## config.mk

```make
export PLATFORM = sky130hd
export DESIGN_NAME = time_counter_chain
export DESIGN_NICKNAME = d
export VERILOG_FILES = /design/src/rtl/time_pkg.sv /design/src/rtl/mod_stage_counter.sv /design/src/rtl/time_counter_chain.sv
export SDC_FILE = /design/constraint.sdc
export NUM_CORES = 1
export LEC_CHECK = 0
export BUFFER_PORTS_ARGS = -buffer_cell sky130_fd_sc_hd__buf_2
export CELL_PAD_IN_SITES_DETAIL_PLACEMENT = 0
export CELL_PAD_IN_SITES_GLOBAL_PLACEMENT = 1
export CORE_MARGIN = 4
export CORE_UTILIZATION = 38
export CTS_BUF_LIST = sky130_fd_sc_hd__clkbuf_2
export DETAILED_ROUTE_END_ITERATION = 7
export GPL_TIMING_DRIVEN = 0
export HOLD_SLACK_MARGIN = 0.02
export PLACE_DENSITY_LB_ADDON = 0.1
export SYNTH_ARGS = -nofsm -noshare
export SYNTH_HDL_FRONTEND = slang
export SYNTH_SLANG_ARGS = --single-unit
```

## constraint.sdc

```tcl
create_clock -name clk -period 7.41 [get_ports clk]
set_input_delay 0.3705 -clock clk [delete_from_list [all_inputs] [get_ports clk]]
set_output_delay 0.3705 -clock clk [all_outputs]
set_load 0.05 [all_outputs]
```

## src/rtl/time_pkg.sv

```systemverilog
// Shared definitions for the time-of-day / stopwatch counter chain.
//   MOD_CSEC..MOD_HOUR : default moduli of the four stages
//   stage_op_e         : per-stage step command (hold / +1 / -1)
//   cnt_w()            : register width needed to hold 0..m-1 (at least 1 bit)
package time_pkg;

    localparam int MOD_CSEC = 100;
    localparam int MOD_SEC  = 60;
    localparam int MOD_MIN  = 60;
    localparam int MOD_HOUR = 24;

    typedef enum logic [1:0] {
        NONE = 2'd0,
        INC  = 2'd1,
        DEC  = 2'd2
    } stage_op_e;

    function automatic int cnt_w(input int m);
        return (m <= 2) ? 1 : $clog2(m);
    endfunction

endpackage

```

## src/rtl/mod_stage_counter.sv

```systemverilog
// One modulo-MOD counter stage of the time chain.
//   clk, reset : clock, asynchronous active-high reset (value -> PRESET)
//   op         : NONE / INC / DEC step request for this cycle
//   clear      : synchronous return to PRESET (highest synchronous priority)
//   load       : synchronous parallel load of ld_val, saturated to MOD-1
//   value      : current stage value
//   wrap       : combinational; this cycle's op crosses the modulus boundary
//                (MOD-1 -> 0 on INC, 0 -> MOD-1 on DEC), used as carry/borrow
module mod_stage_counter
    import time_pkg::*;
#(
    parameter  int MOD    = 60,
    parameter  int PRESET = 0,
    localparam int W      = cnt_w(MOD)
) (
    input  logic         clk,
    input  logic         reset,
    input  stage_op_e    op,
    input  logic         clear,
    input  logic         load,
    input  logic [W-1:0] ld_val,
    output logic [W-1:0] value,
    output logic         wrap
);

    localparam logic [W-1:0] MAX_V    = W'(MOD - 1);
    localparam logic [W-1:0] PRESET_V = W'(PRESET);
    localparam logic [W:0]   MOD_V    = (W + 1)'(MOD);

    // Out-of-range load values clamp to the top of the range.
    function automatic logic [W-1:0] sat_load(input logic [W-1:0] v);
        return ({1'b0, v} >= MOD_V) ? MAX_V : v;
    endfunction

    assign wrap = ((op == INC) && (value == MAX_V)) ||
                  ((op == DEC) && (value == '0));

    always_ff @(posedge clk or posedge reset) begin
        if (reset) begin
            value <= PRESET_V;
        end else if (clear) begin
            value <= PRESET_V;
        end else if (load) begin
            value <= sat_load(ld_val);
        end else begin
            case (op)
                INC:     value <= wrap ? '0    : value + 1'b1;
                DEC:     value <= wrap ? MAX_V : value - 1'b1;
                default: value <= value;
            endcase
        end
    end

endmodule

```

## src/rtl/time_counter_chain.sv

```systemverilog
// Four-stage time counter (centi-second, second, minute, hour) with an
// internal tick prescaler, up/down counting, parallel load, per-stage edit,
// countdown halt-at-zero with a done pulse, and an alarm comparator.
//   clk, reset        : clock, asynchronous active-high reset
//   run               : enables the prescaler (and therefore counting)
//   dir               : 0 = count up, 1 = count down
//   clear             : all stages to preset, prescaler to 0
//   load, ld_s0..ld_s3: parallel load (saturated to modulus-1)
//   edit_sel, edit_up, edit_dn : +/-1 on one stage, only while run = 0
//   alarm_en, al_s1..al_s3     : alarm compare on sec/min/hour
//   s0..s3            : stage values
//   tick_out          : registered one-cycle stage-0 tick
//   done              : one-cycle pulse after a down-tick reaches all zero
//   alarm             : one-cycle pulse on the rising edge of the match
module time_counter_chain
    import time_pkg::*;
#(
    parameter  int CLK_HZ       = 100_000_000,
    parameter  int TICK_HZ      = 100,
    parameter  int MOD0         = MOD_CSEC,
    parameter  int MOD1         = MOD_SEC,
    parameter  int MOD2         = MOD_MIN,
    parameter  int MOD3         = MOD_HOUR,
    parameter  int PRESET3      = 0,
    parameter  int EDIT_CARRY   = 0,
    parameter  int HALT_AT_ZERO = 1,
    localparam int W0           = cnt_w(MOD0),
    localparam int W1           = cnt_w(MOD1),
    localparam int W2           = cnt_w(MOD2),
    localparam int W3           = cnt_w(MOD3)
) (
    input  logic          clk,
    input  logic          reset,
    input  logic          run,
    input  logic          dir,
    input  logic          clear,
    input  logic          load,
    input  logic [W0-1:0] ld_s0,
    input  logic [W1-1:0] ld_s1,
    input  logic [W2-1:0] ld_s2,
    input  logic [W3-1:0] ld_s3,
    input  logic [1:0]    edit_sel,
    input  logic          edit_up,
    input  logic          edit_dn,
    input  logic          alarm_en,
    input  logic [W1-1:0] al_s1,
    input  logic [W2-1:0] al_s2,
    input  logic [W3-1:0] al_s3,
    output logic [W0-1:0] s0,
    output logic [W1-1:0] s1,
    output logic [W2-1:0] s2,
    output logic [W3-1:0] s3,
    output logic          tick_out,
    output logic          done,
    output logic          alarm
);

    localparam int            TICK_DIV = CLK_HZ / TICK_HZ;
    localparam int            PW       = cnt_w(TICK_DIV);
    localparam logic [PW-1:0] PS_LAST  = PW'(TICK_DIV - 1);

    logic [PW-1:0] ps_cnt;
    logic          all_zero;
    logic          halt;
    logic          tick_go;
    logic          edit_ok;
    logic          chain_on;
    stage_op_e     tick_op;
    stage_op_e     edit_op;
    stage_op_e     chain_op;
    stage_op_e     op0, op1, op2, op3;
    logic          wrap0, wrap1, wrap2, wrap3_unused;
    logic          match;
    logic          match_p0;
    logic          dn_step_p0;

    // ---- Stage p0: prescaler -> registered tick ----
    always_ff @(posedge clk or posedge reset) begin
        if (reset) begin
            ps_cnt   <= '0;
            tick_out <= 1'b0;
        end else if (clear) begin
            ps_cnt   <= '0;
            tick_out <= 1'b0;
        end else if (run) begin
            ps_cnt   <= (ps_cnt == PS_LAST) ? '0 : ps_cnt + 1'b1;
            tick_out <= (ps_cnt == PS_LAST);
        end else begin
            tick_out <= 1'b0;
        end
    end

    // ---- Stage p1: step decode and combinational carry chain ----
    assign all_zero = (s0 == '0) && (s1 == '0) && (s2 == '0) && (s3 == '0);
    assign halt     = (HALT_AT_ZERO != 0) && dir && all_zero;

    // clear/load outrank the tick; the tick outranks edit.
    assign tick_go  = tick_out && !clear && !load && !halt;
    assign edit_ok  = !run && (edit_up ^ edit_dn) && !clear && !load && !tick_out;

    assign tick_op  = dir ? DEC : INC;
    assign edit_op  = edit_up ? INC : DEC;
    assign chain_op = tick_go ? tick_op : edit_op;
    // Edits only ripple upward when EDIT_CARRY is set; ticks always ripple.
    assign chain_on = tick_go || (edit_ok && (EDIT_CARRY != 0));

    assign op0 = tick_go                          ? tick_op  :
                 (edit_ok && edit_sel == 2'd0)    ? edit_op  : NONE;
    assign op1 = (edit_ok && edit_sel == 2'd1)    ? edit_op  :
                 (chain_on && wrap0)              ? chain_op : NONE;
    assign op2 = (edit_ok && edit_sel == 2'd2)    ? edit_op  :
                 (chain_on && wrap1)              ? chain_op : NONE;
    assign op3 = (edit_ok && edit_sel == 2'd3)    ? edit_op  :
                 (chain_on && wrap2)              ? chain_op : NONE;

    mod_stage_counter #(.MOD(MOD0), .PRESET(0)) u_stage0 (
        .clk(clk), .reset(reset), .op(op0), .clear(clear), .load(load),
        .ld_val(ld_s0), .value(s0), .wrap(wrap0)
    );

    mod_stage_counter #(.MOD(MOD1), .PRESET(0)) u_stage1 (
        .clk(clk), .reset(reset), .op(op1), .clear(clear), .load(load),
        .ld_val(ld_s1), .value(s1), .wrap(wrap1)
    );

    mod_stage_counter #(.MOD(MOD2), .PRESET(0)) u_stage2 (
        .clk(clk), .reset(reset), .op(op2), .clear(clear), .load(load),
        .ld_val(ld_s2), .value(s2), .wrap(wrap2)
    );

    // Hour carry/borrow out has nowhere to go.
    mod_stage_counter #(.MOD(MOD3), .PRESET(PRESET3)) u_stage3 (
        .clk(clk), .reset(reset), .op(op3), .clear(clear), .load(load),
        .ld_val(ld_s3), .value(s3), .wrap(wrap3_unused)
    );

    // ---- Stage p2: done / alarm pulse generation ----
    assign match = alarm_en && (s1 == al_s1) && (s2 == al_s2) && (s3 == al_s3);

    // dn_step_p0 remembers that the last edge applied a down-tick, so done
    // fires only when a tick (not an edit, clear or load) produced zero and
    // cannot repeat while halted, since halted ticks are not applied.
    always_ff @(posedge clk or posedge reset) begin
        if (reset) begin
            dn_step_p0 <= 1'b0;
            done       <= 1'b0;
            match_p0   <= 1'b0;
            alarm      <= 1'b0;
        end else begin
            dn_step_p0 <= tick_go && dir;
            done       <= dn_step_p0 && all_zero;
            match_p0   <= match;
            alarm      <= match && !match_p0;
        end
    end

endmodule

```

==> metrics.yaml, run 1 <==
die:
  core-area_sq_um: 10900
  die_area_sq_um: 12900
  die_w_um: 114
  start_util_pct: 39.0
  dieHeight_um: 114
  rows: 38
  io_pins: 79
timing:
  drv_slew: 0
  slew_headroom_pct: 36.7
  clock_skew_ns: 0.0424
  final.setup.worst_slack_ns: 0.799
  period_share_pct: 89.2
  max_freq_mhz: 151
  fin_tns_setup_ns: 0
  finalHoldViolCount: 0
  rsz0062_at_grt: "no"
  worst_slew_pin_slew_ns: 0.947
  period_needed_ns: 6.61
  setup_viol: 0
power:
  combPwrFrac_pct: 32.8
  clock_power_share_pct: 23.2
  seq_power_share_pct: 44.0
  p_sw_mw: 0.256
  switching_share_pct: 38.2
  ir_drop_mv: 0.0677
  p_int_mw: 0.414
  power_density_nw_per_um2: 137
  p_leak_nw: 2.09
cts:
  cts_tree: "done"
  postCtsSetupRepairBufs: 0
  cts-root-buf: "clkbuf_2"
  postCtsHoldBufs: 1
  clk_pin_slew_ns: 0.31
  cts_buffers: 5
  post_cts_resized: 0
  clk_latency_ns: 0.46
  clkSinkCount: 49
  cts_buffer_depth: 2
  cts-htree-levels: 2
logic_synthesis:
  syn_inst: 525
  synth_flop_cell: "dfrtp_1"
  async_flop_share_pct: 100
  avgSynthCellArea_sq_um: 8.09
  synth_area_sq_um: 4250
  yosysSeqAreaShare_pct: 28.9
  yosys_warnings: 0
  yosysUniqueCellTypes: 70
  synth-edff-count: 0
  synth-seq-cells: 49
  syn-num-nets: 598
route:
  wirelength_mm: 13.4
  ant_nets: 0
  wl_per_cell_um: 17.9
  vias_per_cell: 5.69
  vias: 4265
  drc: 0
  drt_iter0_drc: 242
  dr.pass1.iters: 6
placed_design:
  place.port_buffers: 75
  place_ws_ns: 0.881
  place_congestion: 0.902
  hpwlAfterDp_mm: 10.1
outcome:
  status: "completed"
run:
  maxCapViolations: 0
min_path:
  hold_path_class: "primary input to flip-flop"
  hp-start: "ld_s2[2]"
critical_path:
  worstSetupEndpointType: "flip-flop"
  reg2reg_depth: 28
  criticalPathCategory: "flip-flop to flip-flop"
  rr_endpoint: "u_stage3.value[3]"
  critPathLaunch: "u_stage3.value[0]"
  path_depth: 28
  worstPathRequired_ns: 7.81
  cp-start-kind: "flip-flop"
  crit_buf_inv: 3
  rr_startpoint: "u_stage3.value[0]"
  crit_top_cell: "ha_1"
  cpLargestDelayFamily: "simple AND/OR/NAND/NOR gates"
  cp_slowest_cell: "nor4b_1"
  crit_end: "u_stage3.value[3]"
  arrival_ns: 7.01
  critPathMaxFanout: 10
  slowest_delay_ns: 0.62
  regToRegSetupSlack_ns: 0.80
finish:
  fin_nets: 682
  final_common_cell: "buf_2"
  layout_common_cells: "buf_2 (83), nor2_1 (52), dfrtp_1 (49)"
  area_growth_pct: 15.2
  antennaDiodeCount: 0
  drive_gt1_share_pct: 19.2
global_route:
  globalRouteOverflowTotal: 0
  antenna_found_initial: 0
  grt_use_total_pct: 20.7
  grt_max_degree: 32
  grt_pass1_wl_mm: 21.6
  grt_pass1_vias: 4178
[layout make-up]
cell class                      count  area (sq um)
Multi-Input combinational cell    409          2740
Tap cell                          140           175
Fill cell                        1105          5990
Timing Repair Buffer               77           405
Buffer                             34           160
Clock buffer                        5          25.0
Sequential cell                    49          1230
Clock inverter                      3          41.3
Inverter                           33           124
[worst reg2reg max path: cells and delay by family (launching register included)]
family / cells / cell delay [ns]
AO/OA/AOI/OAI: 9 / 1.98
XOR/XNOR: 1 / 0.09
adder cells (fa/ha/maj): 5 / 0.93
buffers and inverters: 3 / 0.46
flip-flops: 1 / 0.56
AND/OR/NAND/NOR: 10 / 2.52
[state kept, by name, summed over array words and instances (netlist names), 5 cells and up]
name / count
u_stage1.value: 6
u_stage0.value: 7
ps_cnt: 20
u_stage2.value: 6
u_stage3.value: 5
[power by group through the flow]
stage	Combinational (mW)	Clock [mW]	Sequential, mW
floorplan	0.122	0	0.329
detailed placement	0.220	0	0.299
global route	0.241	0.171	0.297
finish	0.220	0.155	0.295
CTS	0.221	0.161	0.295
global placement	0.217	0	0.299
[logic make-up (layout without fill, tap and decap cells)]
family | count (synthesis) | in the layout | share of synthesized area, %
DFF | 49 | 49 | 28.9
muxes | 4 | 4 | 0.942
and+or+nand+nor | 212 | 212 | 26.6
buffers and inverters | 67 | 152 | 6.68
AOI/OAI and AO/OA | 134 | 134 | 22.9
xor gates and xnor gates | 38 | 38 | 7.83
adders and majority gates | 21 | 21 | 6.18
[worst min path at each step]
| stage | slack [ns] | end | cells past startpoint |
|---|---|---|---|
| 2_1_floorplan | 0.38 | alarm | 1 |
| 4_1_cts | 0.08 | u_stage1.value[4] | 3 |
| 3_3_place_gp | 0.38 | alarm | 1 |
| 6_report | 0.11 | u_stage2.value[2] | 3 |
| 5_1_grt | 0.06 | u_stage1.value[5] | 2 |
| 3_5_place_dp | 0.40 | ps_cnt[11] | 2 |
[synth_stat cells, types with 8 or more instances]
master | number | area (sq um)
and3_1 | 9 | 56.3
nor3_1 | 17 | 85.1
nand4_1 | 22 | 138
a21oi_1 | 31 | 155
nand3_1 | 20 | 100
o31ai_1 | 10 | 75.1
xnor2_1 | 23 | 201
dfrtp_1 | 49 | 1230
ha_1 | 21 | 263
nand2_1 | 38 | 143
clkbuf_1 | 20 | 75.1
nor2b_1 | 8 | 50.1
inv_1 | 31 | 116
buf_2 | 8 | 40.0
nor2_1 | 52 | 195
a31oi_1 | 8 | 50.1
o21ai_0 | 15 | 75.1
xor2_1 | 15 | 131
[metrics by stage]
step | utilization, % | instances | hold WS, ns | area (sq um) | power (mW)
2_1_floorplan | - | 525 | 0.378 | 4250 | 0.451
3_3_place_gp | 44.1 | 740 | 0.383 | 4800 | 0.516
3_5_place_dp | 44.3 | 741 | 0.396 | 4820 | 0.519
4_1_cts | 45.0 | 750 | 0.0790 | 4900 | 0.677
5_1_grt | 45.0 | 750 | 0.0640 | 4900 | 0.709
6_report | 45.0 | 750 | 0.107 | 4900 | 0.670
[per-layer routing]
metal / part of all wire [%] / wire [um] / up-vias / GRT usage [%]
met1: 47 / 6310 / 2078 / 28.4
li1: - / - / 2089 / -
met3: 4.1 / 547 / 6 / 2.07
met2: 48 / 6480 / 92 / 35.2
met5: 0 / 0 / - / 0
met4: 0.60 / 80 / 0 / 4.73
No activity file was read; power rests on OpenSTA's default activity.
==> inputs of run 2 (changes only) <==
- SYNTH_HIERARCHICAL: default -> 1
==> run 2 against run 1 <==
  * Register-to-register slack better by 0.05 ns
  * Utilization down 0.47 points
  * Clock skew down 0.0053 ns
  * Critical path depth unchanged
  * Synthesized area up 4.8%
  * Cell area up 4.2%
  * Sequential share of layout area down 1.0 points
  * Final cell count up 1.9%
  * Fmax up 0.78%
  * Largest power group unchanged
==> metrics.yaml, run 2 <==
timing:
  period_share_pct: 88.5  # was 89.2%
  setup_viol: 0  # unchanged
  drv_slew: 0  # unchanged
  slew_headroom_pct: 31.2  # was 36.7%
  rsz0062_at_grt: "no"  # unchanged
  period_needed_ns: 6.56  # was 6.61 ns
  hold_ws_ns: 0.0967  # was 0.107 ns
  fin_tns_setup_ns: 0  # unchanged
  finalHoldViolCount: 0  # unchanged
  final.setup.worst_slack_ns: 0.850  # was 0.799 ns
  worst_slew_pin_slew_ns: 1.03  # was 0.947 ns
  clock_skew_ns: 0.0371  # was 0.0424 ns
  max_freq_mhz: 152  # was 151 MHz
power:
  ir_drop_mv: 0.0667  # was 0.0677 mV
  seq_power_share_pct: 46.5  # was 44.0%
  power_density_nw_per_um2: 128  # was 137 nW/um^2
  p_int_mw: 0.404  # was 0.414 mW
  p_leak_nw: 2.20  # was 2.09 nW
  switching_share_pct: 38.0  # was 38.2%
  combPwrFrac_pct: 28.5  # was 32.8%
  clock_power_share_pct: 25.0  # was 23.2%
  p_sw_mw: 0.248  # was 0.256 mW
  total_power_mw: 0.652  # was 0.670 mW
finish:
  ff_latch_area_sq_um: 1230  # unchanged
  reg_top3: "ps_cnt (20), u_stage0/value (7)"  # was ps_cnt (20), u_stage0.value (7)
  multiInputGateArea_sq_um: 2900  # was 2740 sq um
  regMostFlops: "ps_cnt"  # unchanged
  layout_common_cells: "buf_2 (81), inv_1 (50), dfrtp_1 (49)"  # was buf_2 (83), nor2_1 (52), dfrtp_1 (49)
  fin_area_sq_um: 5100  # was 4900 sq um
  largest_reg_flops: 20  # unchanged
  final_common_cell: "buf_2"  # unchanged
  drive_gt1_share_pct: 22.4  # was 19.2%
  fillers: 1160  # was 1,105
  area_growth_pct: 14.6  # was 15.2%
  fin_nets: 689  # was 682
cts:
  postCtsHoldBufs: 1  # unchanged
  cts_tree: "done"  # unchanged
  postCtsSetupRepairBufs: 0  # unchanged
  cts-root-buf: "clkbuf_2"  # unchanged
  clk_pin_slew_ns: 0.32  # was 0.31 ns
  clk_latency_ns: 0.49  # was 0.46 ns
  cts_buffer_depth: 2  # unchanged
  cts-htree-levels: 2  # unchanged
  clkSinkCount: 49  # unchanged
  post_cts_resized: 0  # unchanged
  cts_buffers: 5  # unchanged
critical_path:
  cp-start-kind: "flip-flop"  # unchanged
  worstPathRequired_ns: 7.85  # was 7.81 ns
  arrival_ns: 7.00  # was 7.01 ns
  critPathMaxFanout: 10  # unchanged
  rr_startpoint: "u_stage0/value[1]"  # was u_stage3.value[0]
  cpLargestDelayFamily: "simple AND/OR/NAND/NOR gates"  # unchanged
  reg2reg_depth: 28  # unchanged
  slowest_delay_ns: 0.55  # was 0.62 ns
  regToRegSetupSlack_ns: 0.85  # was 0.80 ns
  criticalPathCategory: "flip-flop to flip-flop"  # unchanged
  cp_slowest_cell: "dfrtp_1"  # was nor4b_1
  rr_endpoint: "u_stage3/value[4]"  # was u_stage3.value[3]
  worstSetupEndpointType: "flip-flop"  # unchanged
  crit_buf_inv: 6  # was 3
logic_synthesis:
  avgSynthCellArea_sq_um: 8.34  # was 8.09 sq um
  yosys_warnings: 6  # was 0
  synth_area_sq_um: 4450  # was 4250 sq um
  syn_inst: 534  # was 525
  syn-num-nets: 604  # was 598
global_route:
  antenna_found_initial: 0  # unchanged
  globalRouteOverflowTotal: 0  # unchanged
  grt_use_total_pct: 20.3  # was 20.7%
  grt_pass1_wl_mm: 21.9  # was 21.6 mm
  grt_max_degree: 29  # was 32
  grt_pass1_vias: 4224  # was 4,178
placed_design:
  place.port_buffers: 77  # was 75
  place_congestion: 0.849  # was 0.902
  hpwlAfterDp_mm: 10.3  # was 10.1 mm
  place_ws_ns: 0.795  # was 0.881 ns
  placed_area_sq_um: 5020  # was 4820 sq um
route:
  dr.pass1.iters: 7  # was 6
  ant_nets: 0  # unchanged
  vias: 4435  # was 4,265
  wl_per_cell_um: 17.9  # about the same
  vias_per_cell: 5.80  # was 5.69
  wirelength_mm: 13.7  # was 13.4 mm
  drc: 0  # unchanged
  drt_iter0_drc: 293  # was 242
min_path:
  whs_path_depth: 3  # unchanged
  hold_end: "u_stage2/value[2]"  # was u_stage2.value[2]
  hold_path_class: "primary input to flip-flop"  # unchanged
  hp-start: "ld_s2[2]"  # unchanged
outcome:
  status: "completed"  # unchanged
die:
  die_w_um: 116  # was 114 um
  start_util_pct: 38.8  # was 39.0%
  die_area_sq_um: 13500  # was 12,900 sq um
  core-area_sq_um: 11500  # was 10,900 sq um
  rows: 39  # was 38
  dieHeight_um: 116  # was 114 um
  io_pins: 79  # unchanged
run:
  maxCapViolations: 0  # unchanged
## run 2: layout make-up
type	instances	share of cell area, %
Timing Repair Buffer	78	7.75
Tap cell	143	3.51
Sequential cell	49	24.0
Clock inverter	3	0.907
Antenna cell	1	0.0490
Clock buffer	5	0.490
Buffer	24	2.67
Multi-Input combinational cell	410	56.8
Inverter	51	3.80
## run 2: power by group through the flow
stage / clock network, mW / logic, mW / registers, mW
finish: 0.163 / 0.186 / 0.303
global route: 0.180 / 0.203 / 0.307
CTS: 0.170 / 0.187 / 0.304
detailed placement: 0 / 0.186 / 0.308
global placement: 0 / 0.184 / 0.308
floorplan: 0 / 0.0991 / 0.331
## run 2: routing by layer
metal	share of wire, %	global-route usage, %	up-vias
li1	-	-	2165
met1	45	27.8	2124
met2	48	34.7	135
met3	5.2	2.64	11
met4	1.0	3.71	0
met5	0	0	-
## run 2: worst register-to-register path: cells and delay by family (launching register included)
| family | cells | cell delay, ns |
|---|---|---|
| compound gates | 9 | 1.70 |
| fa+ha+maj | 4 | 0.91 |
| buf+inv | 6 | 0.56 |
| flops | 1 | 0.55 |
| simple gates | 9 | 2.81 |
## run 2: stage by stage
step / util [%] / std cells
CTS: 44.5 / 763
detailed placement: 43.8 / 754
floorplan: - / 534
global route: 44.5 / 763
global placement: 43.8 / 754
finish: 44.5 / 764
## run 2: how the worst max path moves through the flow
stage / depth (start not counted) / startpoint / to / slack [ns]
6_report: 28 / u_stage0/value[1] / u_stage3/value[4] / 0.85
5_1_grt: 28 / u_stage0/value[1] / u_stage3/value[4] / 0.40
4_1_cts: 28 / u_stage0/value[1] / u_stage3/value[4] / 0.78
3_5_place_dp: 28 / u_stage0/value[1] / u_stage3/value[4] / 0.79
3_3_place_gp: 28 / u_stage0/value[1] / u_stage3/value[4] / 0.84
2_1_floorplan: 28 / u_stage2/value[5] / u_stage3/value[4] / 1.76
==> inputs of run 3 (changes only) <==
- CTS_BUF_LIST: sky130_fd_sc_hd__clkbuf_2 -> default
==> run 3 against run 2 <==
  * Sequential share of layout area shrank 0.41 points
  * Clock skew fell by 0.028 ns
  * Worst hold slack worse by 0.048 ns
  * Sequential power about the same
  * Critical path type unchanged
  * Largest cell class unchanged
  * Largest power group unchanged
==> metrics.yaml, run 3 (synthesized netlist as in run 2, its figures left out) <==
die:
  start_util_pct: 38.8  # unchanged
  dieHeight_um: 116  # unchanged
  core-area_sq_um: 11500  # unchanged
  die_area_sq_um: 13500  # unchanged
  die_w_um: 116  # unchanged
  io_pins: 79  # unchanged
  rows: 39  # unchanged
critical_path:
  worstSetupEndpointType: "flip-flop"  # unchanged
  arrival_ns: 6.82  # was 7.00 ns
  regToRegSetupSlack_ns: 0.82  # was 0.85 ns
  cp_slowest_cell: "nor4_1"  # was dfrtp_1
  worstPathRequired_ns: 7.63  # was 7.85 ns
  slowest_delay_ns: 0.56  # was 0.55 ns
  criticalPathCategory: "flip-flop to flip-flop"  # unchanged
  cp-start-kind: "flip-flop"  # unchanged
  critPathMaxFanout: 10  # unchanged
route:
  wl_per_cell_um: 18.2  # was 17.9 um
  wirelength_mm: 13.9  # was 13.7 mm
  vias_per_cell: 5.85  # was 5.80
  drt_iter0_drc: 268  # was 293
  drc: 0  # unchanged
  ant_nets: 0  # unchanged
  dr.pass1.iters: 5  # was 7
  vias: 4455  # was 4,435
cts:
  clkSinkCount: 49  # unchanged
  clk_latency_ns: 0.30  # was 0.49 ns
  cts_tree: "done"  # unchanged
  post_cts_resized: 0  # unchanged
  cts_buffer_depth: 2  # unchanged
  cts-root-buf: "clkbuf_16"  # was clkbuf_2
  cts-htree-levels: 2  # unchanged
  cts_buffers: 5  # unchanged
  postCtsHoldBufs: 0  # was 1
  postCtsSetupRepairBufs: 0  # unchanged
  clk_pin_slew_ns: 0.08  # was 0.32 ns
timing:
  setup_viol: 0  # unchanged
  final.setup.worst_slack_ns: 0.816  # was 0.850 ns
  clock_skew_ns: 0.00870  # was 0.0371 ns
  finalHoldViolCount: 0  # unchanged
  drv_slew: 0  # unchanged
  period_share_pct: 89.0  # was 88.5%
  period_needed_ns: 6.59  # was 6.56 ns
  fin_tns_setup_ns: 0  # unchanged
  hold_ws_ns: 0.0488  # was 0.0967 ns
  worst_slew_pin_slew_ns: 1.02  # was 1.03 ns
  rsz0062_at_grt: "no"  # unchanged
  slew_headroom_pct: 31.8  # was 31.2%
  max_freq_mhz: 152  # about the same
finish:
  fin_nets: 688  # was 689
  antennaDiodeCount: 0  # was 1
  final_common_cell: "buf_2"  # unchanged
  regMostFlops: "ps_cnt"  # unchanged
  ff_latch_area_sq_um: 1230  # unchanged
  reg_top3: "ps_cnt (20), u_stage0/value (7)"  # unchanged
  drive_gt1_share_pct: 22.5  # was 22.4%
  multiInputGateArea_sq_um: 2900  # unchanged
  area_growth_pct: 16.5  # was 14.6%
  fillers: 1156  # was 1,160
  largest_reg_flops: 20  # unchanged
  postLayoutCoreUtil_pct: 45.3  # was 44.5%
  layout_common_cells: "buf_2 (81), inv_1 (50), dfrtp_1 (49)"  # unchanged
power:
  p_leak_nw: 2.24  # was 2.20 nW
  power_density_nw_per_um2: 147  # was 128 nW/um^2
  ir_drop_mv: 0.0846  # was 0.0667 mV
global_route:
  antenna_found_initial: 0  # unchanged
  grt_pass1_wl_mm: 21.9  # unchanged
  grt_pass1_vias: 4233  # was 4,224
  grt_use_total_pct: 20.4  # was 20.3%
  globalRouteOverflowTotal: 0  # unchanged
  grt_max_degree: 29  # unchanged
placed_design:
  place_ws_ns: 0.795  # unchanged
  hpwlAfterDp_mm: 10.3  # unchanged
  place_congestion: 0.849  # unchanged
  place.port_buffers: 77  # unchanged
run:
  maxCapViolations: 0  # unchanged
outcome:
  status: "completed"  # unchanged
min_path:
  hold_path_class: "primary input to async pin"  # was primary input to flip-flop
## run 3: through the flow
step           power (mW)  std cells  area, sq um
3_3_place_gp        0.492        754         5020
5_1_grt             0.802        762         5190
4_1_cts             0.772        762         5190
2_1_floorplan       0.430        534         4450
6_report            0.765        762         5190
3_5_place_dp        0.493        754         5020
## run 3: final timing paths
path | end | from | cells after the start
setup / recovery | u_stage3/value[4] | u_stage0/value[1] | 28
setup reg to reg | u_stage3/value[4] | u_stage0/value[1] | 28
hold reg to reg | alarm | match_p0 | 1
max in group asynchronous | ps_cnt[0] | reset | 2
hold / removal | u_stage3/value[0] | reset | 2
min in group clk | u_stage2/value[2] | ld_s2[2] | 3
## run 3: area by class of cell
class	count	share of cell area (%)
clock buffer	5	2.41
multi-input combinational	410	55.8
tap	143	3.45
clock inverter	3	0.892
inverter	51	3.74
sequential	49	23.6
timing repair buffer	77	7.43
buffer	24	2.63
## run 3: critical path, delay by kind of cell (launching register included)
family | cells | cell delay, ns
AO/OA/AOI/OAI | 9 | 1.70
adder cells (fa/ha/maj) | 4 | 0.92
buffers and inverters | 6 | 0.58
flip-flops | 1 | 0.50
AND/OR/NAND/NOR | 9 | 2.82
## run 3: per-layer routing
| layer | routed length, um | vias up | global-route usage (%) |
|---|---|---|---|
| met5 | 0 | - | 0 |
| met4 | 138 | 0 | 4.10 |
| met3 | 695 | 7 | 2.64 |
| met2 | 6690 | 131 | 34.8 |
| met1 | 6340 | 2156 | 27.8 |
| li1 | - | 2161 | - |
## run 3: report_power, final
group / leakage, nW / switching [mW] / internal (mW)
Clock: 0.0800 / 0.116 / 0.160
Sequential: 0.665 / 0.0252 / 0.277
Combinational: 1.50 / 0.118 / 0.0681
Total: 2.24 / 0.259 / 0.506
